$ cat src/rtl/clk_gen_pkg.sv
// rtl/clk_gen_pkg.sv - shared channel state type, reset defaults and config legalisation
package clk_gen_pkg;

    typedef enum logic [1:0] {
        CH_IDLE  = 2'd0,
        CH_RUN   = 2'd1,
        CH_DRAIN = 2'd2
    } ch_state_e;

    localparam int DEF_DIV_C  = 256;
    localparam int DEF_HIGH_C = 128;

    // Returns {period, high_time}; callers slice each half down to their own field width.
    function automatic logic [63:0] legalise(input logic [31:0] d, input logic [31:0] h);
        logic [31:0] ld;
        logic [31:0] lh;
        ld = (d < 32'd2) ? 32'd2 : d;
        lh = (h == 32'd0) ? 32'd1 : h;
        if (lh >= ld) begin
            lh = ld - 32'd1;
        end
        return {ld, lh};
    endfunction

endpackage

$ cat src/rtl/clk_div_channel.sv
// rtl/clk_div_channel.sv - one divider channel: run/drain FSM, period counter, shadow/active config
module clk_div_channel
    import clk_gen_pkg::*;
#(
    parameter int DIV_W    = 16,
    parameter int DEF_DIV  = DEF_DIV_C,
    parameter int DEF_HIGH = DEF_HIGH_C
) (
    input  logic             clk_in,
    input  logic             reset,
    input  logic             en,
    input  logic             wr_en,
    input  logic [DIV_W-1:0] wr_div,
    input  logic [DIV_W-1:0] wr_high,
    output logic             clk_out,
    output logic             tick,
    output logic             running,
    output logic             pending
);

    localparam logic [DIV_W-1:0] ONE = DIV_W'(1);

    ch_state_e        state;
    ch_state_e        next_state;
    logic [DIV_W-1:0] cnt;
    logic [DIV_W-1:0] act_div;
    logic [DIV_W-1:0] act_high;
    logic [DIV_W-1:0] shd_div;
    logic [DIV_W-1:0] shd_high;
    logic             boundary;
    logic             apply;

    always_comb begin
        boundary   = (state != CH_IDLE) && (cnt == act_div - ONE);
        apply      = pending && ((state == CH_IDLE) || boundary);
        next_state = state;
        case (state)
            CH_IDLE: begin
                if (en) next_state = CH_RUN;
            end
            // Dropping en exactly on the last cycle ends the period now rather than draining a fresh one.
            CH_RUN: begin
                if (!en) next_state = boundary ? CH_IDLE : CH_DRAIN;
            end
            CH_DRAIN: begin
                if (en)            next_state = CH_RUN;
                else if (boundary) next_state = CH_IDLE;
            end
            default: next_state = CH_IDLE;
        endcase
    end

    always_ff @(posedge clk_in or posedge reset) begin
        if (reset) begin
            state    <= CH_IDLE;
            cnt      <= '0;
            clk_out  <= 1'b0;
            tick     <= 1'b0;
            pending  <= 1'b0;
            act_div  <= DIV_W'(DEF_DIV);
            act_high <= DIV_W'(DEF_HIGH);
            shd_div  <= DIV_W'(DEF_DIV);
            shd_high <= DIV_W'(DEF_HIGH);
        end else begin
            state   <= next_state;
            cnt     <= ((state == CH_IDLE) || boundary) ? '0 : cnt + ONE;
            // Outputs trail the counter by one cycle, so a period start is always a clean 0->1 edge.
            clk_out <= (state != CH_IDLE) && (cnt < act_high);
            tick    <= (state != CH_IDLE) && (cnt == '0);
            pending <= wr_en || (pending && !apply);
            if (wr_en) begin
                shd_div  <= wr_div;
                shd_high <= wr_high;
            end
            if (apply) begin
                act_div  <= DIV_W'(legalise(32'(shd_div), 32'(shd_high)) >> 32);
                act_high <= DIV_W'(legalise(32'(shd_div), 32'(shd_high)));
            end
        end
    end

    assign running = (state != CH_IDLE);

endmodule

$ cat src/rtl/clk_div_multi.sv
// rtl/clk_div_multi.sv - N_CH independent programmable clock dividers with shared config write port
module clk_div_multi
    import clk_gen_pkg::*;
#(
    parameter int N_CH     = 4,
    parameter int DIV_W    = 16,
    parameter int DEF_DIV  = DEF_DIV_C,
    parameter int DEF_HIGH = DEF_HIGH_C,
    localparam int CH_W    = (N_CH > 1) ? $clog2(N_CH) : 1
) (
    input  logic             clk_in,
    input  logic             reset,
    input  logic [N_CH-1:0]  en,
    input  logic             wr_en,
    input  logic [CH_W-1:0]  wr_ch,
    input  logic [DIV_W-1:0] wr_div,
    input  logic [DIV_W-1:0] wr_high,
    output logic [N_CH-1:0]  clk_out,
    output logic [N_CH-1:0]  tick,
    output logic [N_CH-1:0]  running,
    output logic [N_CH-1:0]  pending
);

    // Out-of-range channel numbers are dropped before decode so no channel sees them.
    logic wr_ok;
    assign wr_ok = wr_en && (int'(wr_ch) < N_CH);

    for (genvar i = 0; i < N_CH; i++) begin : g_ch
        clk_div_channel #(
            .DIV_W   (DIV_W),
            .DEF_DIV (DEF_DIV),
            .DEF_HIGH(DEF_HIGH)
        ) u_ch (
            .clk_in (clk_in),
            .reset  (reset),
            .en     (en[i]),
            .wr_en  (wr_ok && (wr_ch == CH_W'(i))),
            .wr_div (wr_div),
            .wr_high(wr_high),
            .clk_out(clk_out[i]),
            .tick   (tick[i]),
            .running(running[i]),
            .pending(pending[i])
        );
    end

endmodule

$ cat config.mk
export PLATFORM = sky130hd
export DESIGN_NAME = clk_div_multi
export DESIGN_NICKNAME = d
export VERILOG_FILES = /design/src/rtl/clk_gen_pkg.sv /design/src/rtl/clk_div_channel.sv /design/src/rtl/clk_div_multi.sv
export SDC_FILE = /design/constraint.sdc
export NUM_CORES = 1
export LEC_CHECK = 0
export ABC_CLOCK_PERIOD_IN_PS = 5300
export CAP_MARGIN = 15
export CORE_MARGIN = 8
export CORE_UTILIZATION = 50
export CTS_CLUSTER_DIAMETER = 60
export DETAILED_ROUTE_END_ITERATION = 8
export GPL_ROUTABILITY_DRIVEN = 0
export GPL_TIMING_DRIVEN = 0
export PLACE_DENSITY = 0.67
export SETUP_SLACK_MARGIN = 0.5
export SYNTH_ARGS = -nofsm -noshare
export SYNTH_HDL_FRONTEND = slang
export SYNTH_HIERARCHICAL = 1
export SYNTH_SLANG_ARGS = --single-unit
$ cat constraint.sdc
create_clock -name clk_in -period 5.3 [get_ports clk_in]
set_input_delay 1.325 -clock clk_in [delete_from_list [all_inputs] [get_ports clk_in]]
set_output_delay 1.325 -clock clk_in [all_outputs]
set_load 0.02 [all_outputs]
==> results.sh, run 1 <==
export IMPL_pre_cts_ws_ns=0.668
export IMPL_ys_seq_elements=340
export IMPL_ys_flop_type="dfrtp_1"
export IMPL_drive_above_1_share_pct=12.6
export IMPL_antenna_found_initial=1
export IMPL_fin_nets=2317
export IMPL_p_total_mw=10.8
export IMPL_antenna_diode_count=0
export IMPL_fmax_mhz=225
export IMPL_fp_row_count=75
export IMPL_setup_viol=0
export IMPL_whs_ns=0.508
export IMPL_ys_seq_area_share_pct=40.9
export IMPL_io_pins=57
export IMPL_track_usage_pct=21.8
export IMPL_grt_pass1_vias=15741
export IMPL_via_per_inst=5.70
export IMPL_cts_sinks=340
export IMPL_netlist_instances=2036
export IMPL_synthTopCellsByCount="dfrtp_1, inv_1, ha_1"
export IMPL_synthArstFlopShare_pct=100
export IMPL_synth_most_common_cell="dfrtp_1"
export IMPL_hp_class="flop to flop"
export IMPL_fp_dieArea_sq_um=48500
export IMPL_overflow=0
export IMPL_first_pass_iters=5
export IMPL_ir_drop_uv=249
export IMPL_cts_tree="done"
export IMPL_yosysWarnings=6
export IMPL_fp_dieW_microns=220
export IMPL_grt_max_degree=65
export IMPL_drv_slew=0
export IMPL_synth_area_sq_um=20900
export IMPL_final_area_sq_um=23600
export IMPL_dpl_cell_area_sq_um=22200
export IMPL_cts_root_buf="clkbuf_16"
export IMPL_critPathLaunchType="flop"
export IMPL_num_vias=15408
export IMPL_dp_cells=2635
export IMPL_synth_nets=2217
export IMPL_rsz0062_at_grt="false"
export IMPL_route_antenna_remaining_nets=0
export IMPL_clk_latency_ns=0.54
export IMPL_yosysTopAreaCellShare_pct=38.9
export IMPL_worst_slack_ns=0.852
export IMPL_wl_microns=52400
export IMPL_comb_power_share_pct=36.6
export IMPL_wire_per_inst_microns=19.4
export IMPL_cts_buffer_depth=3
export IMPL_synth_area_per_cell_sq_um=10.2
export IMPL_htree_levels=2
export IMPL_seqPwrFrac_pct=37.5
export IMPL_cp_end_kind="flop"
export IMPL_clockPowerShare_pct=25.9
export IMPL_synthDistinctLibCells=73
export IMPL_area_growth_syn_to_layout_pct=13.0
export IMPL_power_density_nw_per_um2=458
export IMPL_swShare_pct=35.9
export IMPL_relSlewSlack_pct=42.0
export IMPL_drc=0
export IMPL_fin_util_pct=56.7
export IMPL_grt_pass1_wl_microns=84100
export IMPL_drv_cap=0
export IMPL_status="finished clean"
export IMPL_fin_cells=2705
export IMPL_hold_buffers=0
export IMPL_first_iter_violations=1022
export IMPL_synth_edf_count=0
export IMPL_min_period_ns=4.45
export IMPL_cts_buffers=38
export IMPL_crit_arrival_ns=4.86
export IMPL_tightest_slew_ns=0.863
export IMPL_synth_area_leaders="dfrtp_1, ha_1, mux2i_1"
export IMPL_hold_viol_final=0
export IMPL_worstPathMaxFanout=10
export IMPL_skew_ns=0.0128
export IMPL_path_clk_slew_ns=0.06
export IMPL_post_route_period_util_pct=83.9
export IMPL_dp_hpwl_microns=39100
export IMPL_p_sw_mw=3.88
export IMPL_leakagePower_nw=11.0
export IMPL_die_h_microns=220
export IMPL_core_sq_um=41600
export IMPL_start_util_pct=50.2
export IMPL_p_int_mw=6.93
export IMPL_setup_tns_ns=0
export IMPL_crit_required_ns=5.71
export IMPL_worstSetupPathType="flop to flop"
export IMPL_io_buffers=56
export IMPL_yosys_area_top_type="dfrtp_1"
-- layout make-up --
class	count	area [sq um]
well taps	539	674
fillers	3491	18000
inverters	158	603
clock inverters	11	140
plain buffers	136	611
flip-flops and latches	340	8530
repair buffers	60	656
multi-input cells	1402	11200
clock buffers	59	1190
-- cells in the final DEF, fill, tap and decap left out, types with 6 or more instances in the layout --
cell type        count
nand3b_1             7
xnor2_1            104
ha_1               140
dfrtp_1            324
mux2_1               8
o211ai_1             8
nand3_1             50
o21ai_0             94
a21oi_1             41
nor2_1             108
and3_1              21
xor2_1              78
a211oi_1            14
nor4_1              49
nand2_1            110
or4_1                9
clkdlybuf4s50_1     56
dfstp_2             16
buf_6                9
a21o_1              30
o31a_1               6
nor2b_1              6
nand4b_1             9
inv_1              154
and2_1              10
nand4_1             33
nor4b_1              8
buf_2               13
mux2_4              48
or3b_2               6
o2111ai_1            7
mux2_2              72
clkbuf_16           41
o31ai_1              7
clkbuf_1           117
and4_1               7
nor3_1              55
nand2b_1            31
clkbuf_8            10
mux2i_1            139
-- timing repair --
action	4_1_cts	5_1_grt
endpoints found under the setup margin	0	36
buffers inserted	0	0
gates resized for setup	0	4
-- power groups by stage --
stage	sequential [mW]	combinational, mW	clock [mW]
global placement	4.06	3.76	0
floorplan	3.86	3.06	0
CTS	4.05	3.94	2.86
finish	4.05	3.96	2.80
detailed placement	4.09	3.90	0
global route	4.15	4.41	2.96
-- worst max-delay path, cell delays in order (launching register included) --
cell	delay, ns
dfrtp_1	0.36
clkbuf_1	0.19
nor4_1	0.52
nand4_1	0.32
o31a_1	0.38
ha_1	0.28
nand2b_1	0.09
a211oi_1	0.06
o21ai_0	0.18
a311oi_1	0.18
o41ai_4	0.61
clkbuf_1	0.64
mux2i_1	0.38
mux2i_1	0.12
-- kinds of logic (layout without fill, tap and decap cells) --
kind of cell / Yosys count / count (layout) / synth area share, %
flops: 340 / 340 / 40.9
fa+ha+maj: 140 / 140 / 8.40
mux: 267 / 267 / 14.4
simple gates: 551 / 551 / 14.4
buf+inv: 294 / 424 / 5.77
compound gates: 262 / 262 / 8.50
xor+xnor: 182 / 182 / 7.64
-- layer usage --
layer | track usage, % | vias to the layer above | wire, microns | share of wire, %
met5 | 0 | - | 0 | 0
met3 | 3.44 | 92 | 3400 | 6.5
met4 | 7.34 | 0 | 1490 | 2.8
met2 | 34.7 | 388 | 24000 | 46
met1 | 30.1 | 7599 | 23500 | 45
li1 | - | 7329 | - | -
-- registers in the layout, summed over array words and instances, names as in the netlist --
register	cells
g_ch.u_ch/act_div	64
g_ch.u_ch/act_high	64
g_ch.u_ch/clk_out	4
g_ch.u_ch/cnt	64
g_ch.u_ch/pending	4
g_ch.u_ch/shd_div	64
g_ch.u_ch/shd_high	64
g_ch.u_ch/state	8
g_ch.u_ch/tick	4
-- path summary, 6_finish.rpt --
path                                     startpoint                  endpoint  slack [ns]  depth (start not counted)
max                         g_ch[2].u_ch/shd_div[7]  g_ch[2].u_ch/act_high[8]        0.85                         13
min                        g_ch[2].u_ch/shd_div[15]  g_ch[2].u_ch/act_div[15]        0.51                          1
max reg2reg                 g_ch[2].u_ch/shd_div[7]  g_ch[2].u_ch/act_high[8]        0.85                         13
min reg2reg                g_ch[2].u_ch/shd_div[15]  g_ch[2].u_ch/act_div[15]        0.51                          1
max in group asynchronous                     reset   g_ch[3].u_ch/act_div[8]        3.07                          3
min in group asynchronous                     reset  g_ch[1].u_ch/shd_high[8]        1.45                          2
No activity file was read; power rests on OpenSTA's default activity.
==> inputs of run 2 (changes only) <==
Settings changed: ABC_CLOCK_PERIOD_IN_PS 5300 to 3800, PLACE_DENSITY 0.67 to 0.69.
Clock period 5.3 ns to 3.8 ns, I/O delays scaled along.
==> results.sh, run 2 (same netlist as run 1, synthesis figures left out) <==
export IMPL_drc=0
export IMPL_setup_viol=0
export IMPL_swShare_pct=36.2
export IMPL_cts_buffer_depth=3
export IMPL_cp_slowest_stage_delay_ns=0.45
export IMPL_final_cell_mix="dfrtp_1, inv_1, ha_1, clkbuf_1, nand2_1"
export IMPL_grt_pass1_wl_microns=88100
export IMPL_fin_util_pct=60.1
export IMPL_min_period_ns=3.47
export IMPL_antenna_diode_count=0
export IMPL_io_pins=57
export IMPL_fp_dieW_microns=220
export IMPL_grt_max_degree=64
export IMPL_start_util_pct=50.2
export IMPL_setup_tns_ns=0
export IMPL_cts_root_buf="clkbuf_16"
export IMPL_status="finished clean"
export IMPL_area_growth_syn_to_layout_pct=19.8
export IMPL_cts_buffers=38
export IMPL_p_int_mw=10.2
export IMPL_whs_ns=0.498
export IMPL_cts_tree="done"
export IMPL_worstSetupPathType="flop to flop"
export IMPL_slowest_stage="dfrtp_2"
export IMPL_post_route_period_util_pct=91.2
export IMPL_rsz0062_at_grt="true"
export IMPL_critPathBufInv=2
export IMPL_worst_slack_ns=0.333
export IMPL_grt_pass1_vias=16375
export IMPL_pre_cts_ws_ns=-0.309
export IMPL_drv_slew=0
export IMPL_comb_power_share_pct=40.0
export IMPL_wl_microns=55400
export IMPL_cts_sinks=340
export IMPL_p_total_mw=16.0
export IMPL_first_iter_violations=1088
export IMPL_cp_end_kind="flop"
export IMPL_core_sq_um=41600
export IMPL_hold_viol_final=0
export IMPL_relSlewSlack_pct=46.2
export IMPL_p_sw_mw=5.81
export IMPL_track_usage_pct=22.8
export IMPL_worstPathCellList="nor4_4 > and4_4 > and3_4 > nor2b_4 > ha_4 > nand2b_4 > a211oi_2 > o21bai_1 > a311o_1 > a221oi_4 > buf_6 > buf_12 > mux2i_4 > mux2i_1"
export IMPL_path_clk_slew_ns=0.06
export IMPL_htree_levels=2
export IMPL_clk_latency_ns=0.54
export IMPL_fmax_mhz=288
export IMPL_io_buffers=56
export IMPL_via_per_inst=5.82
export IMPL_num_vias=16105
export IMPL_dp_hpwl_microns=39300
export IMPL_worstPathMaxFanout=5
export IMPL_clockPowerShare_pct=24.2
export IMPL_seqPwrFrac_pct=35.8
export IMPL_hold_buffers=0
export IMPL_fp_row_count=75
export IMPL_critPathLaunchType="flop"
export IMPL_die_h_microns=220
export IMPL_crit_arrival_ns=3.89
export IMPL_crit_required_ns=4.22
export IMPL_skew_ns=0.0148
export IMPL_first_pass_iters=5
export IMPL_overflow=0
export IMPL_final_common_cell="dfrtp_1"
export IMPL_drv_cap=0
export IMPL_wire_per_inst_microns=20.0
export IMPL_route_antenna_remaining_nets=0
export IMPL_drive_above_1_share_pct=19.9
export IMPL_ir_drop_uv=401
export IMPL_power_density_nw_per_um2=642
export IMPL_leakagePower_nw=11.5
export IMPL_tightest_slew_ns=0.800
export IMPL_fp_dieArea_sq_um=48500
export IMPL_crit_family="simple AND/OR/NAND/NOR gates"
export IMPL_fin_nets=2378
export IMPL_hp_class="flop to flop"
export IMPL_antenna_found_initial=1
==> run 2: path summary, 6_finish.rpt <==
check / slack (ns) / cells past startpoint / from / endpoint
hold / removal: 0.50 / 1 / g_ch[0].u_ch/state[1] / g_ch[0].u_ch/state[0]
setup reg to reg: 0.33 / 14 / g_ch[1].u_ch/shd_div[7] / g_ch[1].u_ch/act_high[9]
setup / recovery: 0.33 / 14 / g_ch[1].u_ch/shd_div[7] / g_ch[1].u_ch/act_high[9]
hold reg to reg: 0.50 / 1 / g_ch[0].u_ch/state[1] / g_ch[0].u_ch/state[0]
min in group asynchronous: 1.09 / 2 / reset / g_ch[1].u_ch/shd_high[8]
max in group asynchronous: 1.92 / 3 / reset / g_ch[3].u_ch/act_div[8]
==> run 2: layout make-up <==
type	count	area, sq um
well taps	539	674
fillers	3333	16600
clock buffers	57	1160
inverters	158	603
multi-input cells	1402	12000
plain buffers	136	673
flip-flops and latches	340	8550
repair buffers	121	1200
clock inverters	12	164
==> run 2: power groups by stage <==
stage                     Clock [mW]  Combinational (mW)  Sequential (mW)
after global placement             0                5.28             5.67
after global routing            4.11                7.03             5.85
after detailed placement           0                5.51             5.70
after CTS                       3.96                5.98             5.67
after floorplan                    0                4.32             5.39
final                           3.89                6.41             5.73
==> run 2: what timing repair did <==
action / in CTS / in global routing
resized for setup: 107 / 79
endpoints found under the setup margin: 66 / 135
pin swaps: 34 / 32
hold endpoints to repair: 0 / 0
gates cloned: 4 / 0
setup buffers: 43 / 14
==> run 2: worst register-to-register path, cell delays in order, from the launching register on <==
cell and delay, ns:
dfrtp_2 0.45, nor4_4 0.35, and4_4 0.31, and3_4 0.23, nor2b_4 0.06, ha_4 0.20, nand2b_4 0.13, a211oi_2 0.21
o21bai_1 0.11, a311o_1 0.33, a221oi_4 0.28, buf_6 0.17, buf_12 0.15, mux2i_4 0.25, mux2i_1 0.10
==> run 2: per-layer routing <==
layer  routed length [microns]  track usage [%]  part of all wire, %  vias up
met5                         0                0                    0        -
met4                      1400             6.47                  2.5        0
met3                      3460             4.62                  6.2       97
met2                     26100             36.9                   47      451
met1                     24500             30.8                   44     8126
li1                          -                -                    -     7431
==> run 2: metrics by stage <==
step | cell area (sq um) | cells
after global routing | 25000 | 2765
final | 25000 | 2765
after floorplan | 21000 | 2036
after detailed placement | 22300 | 2635
after global placement | 22200 | 2631
after CTS | 24500 | 2751
==> inputs of run 3 (changes only) <==
Settings changed: ABC_CLOCK_PERIOD_IN_PS 3800 to 3100.
Clock period 3.8 ns to 3.1 ns, I/O delays scaled along.
==> results.sh, run 3 (same netlist as run 1, synthesis figures left out) <==
export IMPL_status="finished with violations"
export IMPL_failed_checks="negative setup slack"
export IMPL_wl_met1_microns=26100
export IMPL_hp_class="flop to flop"
export IMPL_worstSetupPathType="flop to flop"
export IMPL_cts_sinks=340
export IMPL_cts_buffers=38
export IMPL_core_sq_um=41600
export IMPL_seqPwrFrac_pct=32.7
export IMPL_tightest_slew_ns=0.653
export IMPL_hold_viol_final=0
export IMPL_antenna_found_initial=0
export IMPL_fin_util_pct=66.7
export IMPL_crit_required_ns=3.51
export IMPL_fmax_mhz=286
export IMPL_fp_dieArea_sq_um=48500
export IMPL_fin_cells=2913
export IMPL_first_iter_violations=1366
export IMPL_area_growth_syn_to_layout_pct=32.9
export IMPL_route_met3_wl_microns=3750
export IMPL_grt_pass1_vias=17598
export IMPL_io_pins=57
export IMPL_skew_ns=0.0127
export IMPL_final_common_cell="dfrtp_1"
export IMPL_drc=0
export IMPL_antenna_diode_count=0
export IMPL_multiInputGateArea_sq_um=13000
export IMPL_htree_levels=2
export IMPL_rsz0062_at_grt="true"
export IMPL_relSlewSlack_pct=56.5
export IMPL_num_vias=17057
export IMPL_drv_cap=0
export IMPL_cts_tree="done"
export IMPL_io_buffers=56
export IMPL_ir_drop_uv=444
export IMPL_dp_hpwl_microns=39600
export IMPL_drv_slew=0
export IMPL_fp_dieW_microns=220
export IMPL_post_route_period_util_pct=113
export IMPL_track_usage_pct=24.6
export IMPL_seqCellArea_sq_um=8560
export IMPL_critPathLaunchType="flop"
export IMPL_final_cell_mix="dfrtp_1, inv_1, buf_4, ha_1, nand2_1"
export IMPL_hold_buffers=0
export IMPL_p_int_mw=13.6
export IMPL_grt_pass1_wl_microns=95400
export IMPL_via_per_inst=5.86
export IMPL_worst_slack_ns=-0.394
export IMPL_wire_per_inst_microns=21.1
export IMPL_swShare_pct=37.3
export IMPL_worstPathMaxFanout=5
export IMPL_drive_above_1_share_pct=31.6
export IMPL_grt_max_degree=44
export IMPL_die_h_microns=220
export IMPL_start_util_pct=50.2
export IMPL_comb_power_share_pct=45.9
export IMPL_setup_viol=64
export IMPL_fin_nets=2526
export IMPL_top_layer="met4"
export IMPL_first_pass_iters=7
export IMPL_cts_root_buf="clkbuf_16"
export IMPL_fillers=2854
export IMPL_p_sw_mw=8.07
export IMPL_wl_microns=61400
export IMPL_min_period_ns=3.49
export IMPL_clockPowerShare_pct=21.4
export IMPL_cts_buffer_depth=3
export IMPL_clk_latency_ns=0.54
export IMPL_dr_wl_met2_microns=29300
export IMPL_path_clk_slew_ns=0.06
export IMPL_crit_arrival_ns=3.90
export IMPL_dp_cells=2639
export IMPL_fp_row_count=75
export IMPL_power_density_nw_per_um2=780
export IMPL_leakagePower_nw=12.5
export IMPL_route_antenna_remaining_nets=0
export IMPL_overflow=0
export IMPL_cp_end_kind="flop"
## run 3: path summary, 6_finish.rpt
kind / startpoint / to / slack [ns] / depth (start not counted)
max reg2reg: g_ch[1].u_ch/shd_div[6] / g_ch[1].u_ch/act_high[8] / -0.39 / 14
max: g_ch[1].u_ch/shd_div[6] / g_ch[1].u_ch/act_high[8] / -0.39 / 14
min: g_ch[2].u_ch/shd_high[0] / g_ch[2].u_ch/shd_high[0] / 0.52 / 1
max in group asynchronous: reset / g_ch[0].u_ch/act_div[8] / 1.63 / 3
min in group asynchronous: reset / g_ch[3].u_ch/shd_high[14] / 0.86 / 2
min reg2reg: g_ch[2].u_ch/shd_high[0] / g_ch[2].u_ch/shd_high[0] / 0.52 / 1
## run 3: per-stage QoR
stage | setup WS, ns | setup TNS [ns] | power [mW] | hold WS [ns] | instance area, sq um
finish | -0.394 | -14.26 | 21.6 | 0.519 | 27700
global route | -0.484 | -22.15 | 22.8 | 0.539 | 27700
CTS | -0.435 | -10.59 | 20.7 | 0.515 | 26800
detailed placement | -0.818 | -39.05 | 14.0 | 0.498 | 22600
global placement | -0.796 | -36.74 | 13.7 | 0.487 | 22500
floorplan | -0.208 | -2.87 | 12.1 | 0.463 | 21200
## run 3: final cells by class
type                            instances  share of cell area, %
Clock inverter                         13                  0.424
Buffer                                136                   3.12
Multi-Input combinational cell       1402                   46.8
Timing Repair Buffer                  269                   9.95
Clock buffer                           56                   4.16
Tap cell                              539                   2.43
Sequential cell                       340                   30.9
Inverter                              158                   2.20
## run 3: metal layers
metal	global-route usage, %	vias to the layer above
met5	0	-
met4	9.29	0
met3	3.32	164
met2	39.9	581
met1	33.3	8548
li1	-	7764
## run 3: what timing repair did
action,4_1_cts,5_1_grt
resized for setup,332,173
setup buffers,161,31
cloned,12,1
setup endpoints to repair,199,213
endpoints found under the hold margin,0,0
pin swaps,123,75
## run 3: critical path: stages, from the launching register on
cell,delay [ns]
dfrtp_1,0.38
or4_4,0.56
nor3_4,0.13
and3_4,0.23
nor2b_4,0.05
ha_1,0.28
nand2b_4,0.14
a211oi_2,0.18
o21bai_1,0.11
a311o_1,0.33
a221oi_4,0.29
buf_6,0.17
buf_8,0.14
mux2i_2,0.26
mux2i_1,0.10
## run 3: power by group through the flow
| stage | sequential [mW] | clock, mW | combinational, mW |
|---|---|---|---|
| floorplan | 6.64 | 0 | 5.49 |
| global placement | 6.99 | 0 | 6.67 |
| detailed placement | 7.04 | 0 | 6.96 |
| CTS | 6.96 | 4.70 | 9.01 |
| global route | 7.21 | 4.87 | 10.7 |
| finish | 7.07 | 4.62 | 9.94 |
